===== src/rtl/uart_pkg.sv =====
// Shared UART definitions: data width, receiver FSM encoding and parity helper.
// Used by both uart_tx and uart_rx so the two ends agree on parity sense.
package uart_pkg;

    localparam int UART_DATA_BITS = 8;

    typedef enum logic [2:0] {
        IDLE      = 3'd0,
        START     = 3'd1,
        DATA      = 3'd2,
        PARITY    = 3'd3,
        STOP      = 3'd4,
        WAIT_IDLE = 3'd5
    } uart_rx_state_t;

    // Bit a transmitter appends so that data plus parity has the requested sense.
    function automatic logic parity_bit(input logic [UART_DATA_BITS-1:0] data,
                                        input logic                      odd);
        return (^data) ^ odd;
    endfunction

endpackage


===== src/rtl/sync_ff.sv =====
// Multi-flop synchronizer for a single asynchronous level; resets to 1 so an
// idle-high serial line looks idle while reset is asserted.
module sync_ff #(
    parameter int STAGES = 2
) (
    input  logic clk,
    input  logic rst,
    input  logic d,
    output logic q
);

    logic [STAGES-1:0] chain;

    // NOTE: sequential state always uses non-blocking assignment so every flop
    // samples the pre-edge value of its neighbour.
    always_ff @(posedge clk or negedge rst) begin
        if (!rst) begin
            chain <= '1;
        end else begin
            chain <= {chain[STAGES-2:0], d};
        end
    end

    assign q = chain[STAGES-1];

endmodule


===== src/rtl/uart_rx.sv =====
// Single-byte UART receiver: mid-bit sampling of a synchronized rx line,
// optional parity, stop-bit check and a one-entry valid/ready holding register.
module uart_rx
    import uart_pkg::*;
#(
    parameter int SYNC_STAGES = 2,
    parameter int MIN_DIVIDER = 4
) (
    input  logic                      clk,
    input  logic                      rst,
    input  logic                      rx,
    output logic                      valid,
    input  logic                      ready,
    output logic [UART_DATA_BITS-1:0] data,
    output logic                      parity_error,
    output logic                      frame_error,
    output logic                      overrun,
    output logic                      busy,
    input  logic [11:0]               baud_divider,
    input  logic                      parity_en,
    input  logic                      parity_type_odd
);

    localparam logic [2:0] S_IDLE      = IDLE;
    localparam logic [2:0] S_START     = START;
    localparam logic [2:0] S_DATA      = DATA;
    localparam logic [2:0] S_PARITY    = PARITY;
    localparam logic [2:0] S_STOP      = STOP;
    localparam logic [2:0] S_WAIT_IDLE = WAIT_IDLE;

    logic                      rs;
    logic [2:0]                state;
    logic [11:0]               cnt;
    logic [2:0]                bit_idx;
    logic [UART_DATA_BITS-1:0] shift;
    logic [11:0]               n_q;
    logic                      par_en_q;
    logic                      odd_q;
    logic                      perr_q;
    logic [11:0]               n_eff;
    logic                      sample;
    logic                      byte_done;

    sync_ff #(
        .STAGES (SYNC_STAGES)
    ) u_sync (
        .clk (clk),
        .rst (rst),
        .d   (rx),
        .q   (rs)
    );

    assign n_eff     = (baud_divider < 12'(MIN_DIVIDER)) ? 12'(MIN_DIVIDER) : baud_divider;
    assign sample    = (cnt == 12'd0);
    assign byte_done = (state == S_STOP) && sample;
    assign busy      = (state != S_IDLE);

    // Frame sequencer; the counter is reloaded on each sample so it never wraps.
    always_ff @(posedge clk or negedge rst) begin
        if (!rst) begin
            state    <= S_IDLE;
            cnt      <= '0;
            bit_idx  <= '0;
            shift    <= '0;
            n_q      <= 12'(MIN_DIVIDER);
            par_en_q <= 1'b0;
            odd_q    <= 1'b0;
            perr_q   <= 1'b0;
        end else begin
            case (state)
                S_IDLE: begin
                    if (!rs) begin
                        state    <= S_START;
                        cnt      <= {1'b0, n_eff[11:1]} - 12'd1;
                        n_q      <= n_eff;
                        par_en_q <= parity_en;
                        odd_q    <= parity_type_odd;
                        perr_q   <= 1'b0;
                        bit_idx  <= '0;
                    end
                end
                S_START: begin
                    if (sample) begin
                        if (rs) begin
                            state <= S_IDLE;
                        end else begin
                            state <= S_DATA;
                            cnt   <= n_q - 12'd1;
                        end
                    end else begin
                        cnt <= cnt - 12'd1;
                    end
                end
                S_DATA: begin
                    if (sample) begin
                        shift   <= {rs, shift[UART_DATA_BITS-1:1]};
                        cnt     <= n_q - 12'd1;
                        bit_idx <= bit_idx + 3'd1;
                        if (bit_idx == 3'(UART_DATA_BITS - 1)) begin
                            state <= par_en_q ? S_PARITY : S_STOP;
                        end
                    end else begin
                        cnt <= cnt - 12'd1;
                    end
                end
                S_PARITY: begin
                    if (sample) begin
                        perr_q <= (rs != parity_bit(shift, odd_q));
                        cnt    <= n_q - 12'd1;
                        state  <= S_STOP;
                    end else begin
                        cnt <= cnt - 12'd1;
                    end
                end
                S_STOP: begin
                    if (sample) begin
                        state <= rs ? S_IDLE : S_WAIT_IDLE;
                    end else begin
                        cnt <= cnt - 12'd1;
                    end
                end
                S_WAIT_IDLE: begin
                    if (rs) begin
                        state <= S_IDLE;
                    end
                end
                default: begin
                    state <= S_IDLE;
                end
            endcase
        end
    end

    // Holding register: a completed byte loads only if the slot is free or
    // being drained on this same edge; otherwise it is dropped and flagged.
    always_ff @(posedge clk or negedge rst) begin
        if (!rst) begin
            valid        <= 1'b0;
            data         <= '0;
            parity_error <= 1'b0;
            frame_error  <= 1'b0;
            overrun      <= 1'b0;
        end else begin
            overrun <= byte_done && valid && !ready;
            if (byte_done && (!valid || ready)) begin
                valid        <= 1'b1;
                data         <= shift;
                parity_error <= perr_q;
                frame_error  <= !rs;
            end else if (valid && ready) begin
                valid <= 1'b0;
            end
        end
    end

endmodule


===== config.mk =====
export PLATFORM = sky130hd
export DESIGN_NAME = uart_rx
export DESIGN_NICKNAME = d
export VERILOG_FILES = /design/src/rtl/uart_pkg.sv /design/src/rtl/sync_ff.sv /design/src/rtl/uart_rx.sv
export SDC_FILE = /design/constraint.sdc
export NUM_CORES = 1
export LEC_CHECK = 0
export CORE_ASPECT_RATIO = 0.8
export CORE_MARGIN = 2
export CORE_UTILIZATION = 42
export CTS_BUF_LIST = sky130_fd_sc_hd__clkbuf_2 sky130_fd_sc_hd__clkbuf_4 sky130_fd_sc_hd__clkbuf_8
export CTS_CLUSTER_SIZE = 25
export DETAILED_ROUTE_END_ITERATION = 8
export HOLD_SLACK_MARGIN = 0.12
export PLACE_DENSITY_LB_ADDON = 0.2
export RECOVER_POWER = 100
export SLEW_MARGIN = 20
export SYNTH_ARGS = -nofsm -noshare
export SYNTH_HDL_FRONTEND = slang
export SYNTH_SLANG_ARGS = --single-unit

===== constraint.sdc =====
create_clock -name clk -period 5.5 [get_ports clk]
set_input_delay 0.55 -clock clk [delete_from_list [all_inputs] [get_ports clk]]
set_output_delay 0.55 -clock clk [all_outputs]
set_load 0.03 [all_outputs]

==> metrics.txt <==
P&R area growth vs syn 12.8%; CTS Hold Bufs 0; multi-input logic area 0.00182 sq mm; power density cells 390 mW/mm^2; antenna cells 0; critical-path cell list dlygate4sd3_1 > or4_1 > o41ai_1 > ha_1 > or4b_2 > o41a_1 > o21a_1 > nor3_1 > o22ai_1; final hold vios 0; Max FO, Critical Path 9; DR DRC count 0; crit-path leading delay family simple AND/OR/NAND/NOR gates; GPL Wtd Cong 0.869; worst stage delay on the critical path 0.70 ns; Slowest-stage cell, CP or4_1; core area 0.00787 sq mm; async set or reset register ratio after synthesis 1.00; clk_lat worst skew 0.32 ns; post-CTS sizing 0; min cycle time layout 4.13 ns; Final setup viols 0; syn_nets 376; Sink Count 55; GRT Total Usage 0.188; Die X 104 microns; Leak Pwr 1.56 nW; violated checks max-capacitance violations, max-slew violations; Cell variety after synth 55; initial antenna violation count 0; GRT overflow 0; I/O pins 31; Most Crowded Layer GR met1; EDFF count, synth 0; Worst-Margin Slew 2.94 ns; Worst VDD drop 0.000159 V; Slew Limit Fails 65; share of the synthesized area in the top cell type 0.385; Hold Crit Start u_sync.chain[0]; launch point of the worst path baud_divider[6]; reg2reg start cnt[0]; cell with the most instances after synthesis dfrtp_1; share of layout cells above drive strength 1 0.125; #FFs+latches synth 55; post-route ant nets 0; Post-Syn Area per Cell 9.61 sq um; Global Route met3 Usage 0.0365; Final Cell Area 0.00381 sq mm; row cnt 29; Mapped Cells 352; Worst Path Required 5.68 ns; CP Buf/Inv Count 1; detailed-route wire length 7.98 mm; placed cell area 0.00377 sq mm; Synth area leader dfrtp_1; Synthesis Warnings 0; run status finished, violations left; via count 2,745; vias in the first global route 2,445; CTS H-tree lvls 2; Via density 5.68; Worst Path Class, Setup in -> reg; Final Net Count 398; Die Y 84.3 microns; Final Skew 0.0113 ns; Fmax 242 MHz; CP endpoint kind flip-flop; Avg WL per Cell 16.5 microns; Top FF cell, synth dfrtp_1; Inserted Clock Buffers 5; met1 Track Usage GR 0.301; most frequent cells after synthesis dfrtp_1, o21ai_0, mux2_2; Die Area 0.00879 sq mm; first-pass GRT wire length 13.2 mm; Seq. cell area 0.00138 sq mm; largest net degree at the start of global routing 56; Clk Tree Root Cell clkbuf_8; MaxCap Viol Count 2; I/O Buffers 30; Fillers 747; postcts setup bufs 0; Seq/Total Area, Yosys 0.408; clock buffer depth 2; Initial Util 0.430; GR Util met2 0.256; relative slew slack -0.963; post-DP HPWL 5.65 mm; unrepaired setup endpoints after global routing false; setup_tns 0 ns; Reg clk slew, reported paths 0.11 ns; worst hold path type reg -> reg; CTS tree done; share of the clock period used by the worst path 0.751; Area contributors post-synth dfrtp_1, mux2_2, xnor2_1; DR iter-0 viols 188; Pre-Repair DR Iteration Count 7; WP data arrival 4.32 ns; overall power 1.49 mW; Synth Cell Area 0.00338 sq mm; Worst setup SP type primary input
-- area by class of cell --
class                           instances  area share
Clock buffer                            5      0.0180
Inverter                               15      0.0148
Tap cell                              108      0.0354
Multi-Input combinational cell        261       0.478
Clock inverter                          3     0.00689
Timing Repair Buffer                   36      0.0853
Sequential cell                        55       0.362
-- kinds of logic after synthesis --
group,share of synthesized area
AO/OA/AOI/OAI,0.177
XOR/XNOR,0.0647
adder cells (fa/ha/maj),0.0222
buffers and inverters,0.0433
flip-flops,0.408
multiplexers,0.110
AND/OR/NAND/NOR,0.175
-- through the flow --
stage | utilization | instances | hold WS, ns | setup slack (ns)
CTS | 0.491 | 483 | 0.369 | 1.52
floorplan | - | 352 | 0.254 | 2.03
detailed placement | 0.478 | 475 | 0.347 | 1.19
global placement | 0.478 | 475 | 0.347 | 1.31
global route | 0.484 | 483 | 0.376 | 1.13
finish | 0.484 | 483 | 0.367 | 1.37
-- flip-flops by register name (all words and copies together), names as in the netlist --
| name | cells |
|---|---|
| cnt | 12 |
| n_q | 12 |
| data | 8 |
| shift | 8 |
| bit_idx | 3 |
| state | 3 |
| u_sync.chain | 2 |
| frame_error | 1 |
| odd_q | 1 |
| overrun | 1 |
| par_en_q | 1 |
| parity_error | 1 |
| perr_q | 1 |
| valid | 1 |
-- routing by layer --
metal  vias up  part of all wire
li1       1348                 -
met1      1302              0.53
met2        86              0.40
met3         9             0.059
met4         0             0.012
met5         -                 0
-- cell usage in the layout, fill, tap and decap left out, drive strengths merged, types with 4 or more instances in the layout --
cell           instances
a211oi                 4
inv                   17
clkdlybuf4s50         14
nand3                 12
dfrtp                 52
clkbuf                 9
xnor2                 19
o211ai                 4
nor4                  11
o21ai                 29
nor3                  12
mux2                  28
ha                     6
mux2i                  4
a21oi                 20
dlygate4sd3           15
o31ai                  5
or3                    8
nand2                 14
xor2                   6
nor2                  23
or4                    6
-- worst reg2reg max path, stage by stage (launching register included) --
cell,delay [ns]
dfrtp_1,0.44
inv_1,0.14
ha_1,0.17
or4b_2,0.63
nor4_1,1.16
clkbuf_1,0.42
nand3b_1,0.53
mux2_1,0.51
-- report_power, final --
part	internal, mW	switching [mW]
logic	0.271	0.310
clock network	0.0942	0.149
registers	0.511	0.152
-- worst paths after layout --
kind / endpoint / slack, ns / depth (start not counted)
max in group asynchronous: n_q[1] / 2.57 / 2
max reg2reg: shift[3] / 1.40 / 7
min reg2reg: u_sync.chain[1] / 0.37 / 0
min in group asynchronous: cnt[7] / 1.26 / 2
min: u_sync.chain[1] / 0.37 / 0
max: cnt[8] / 1.37 / 9
Note: power is estimated with default switching activity, not from simulation.
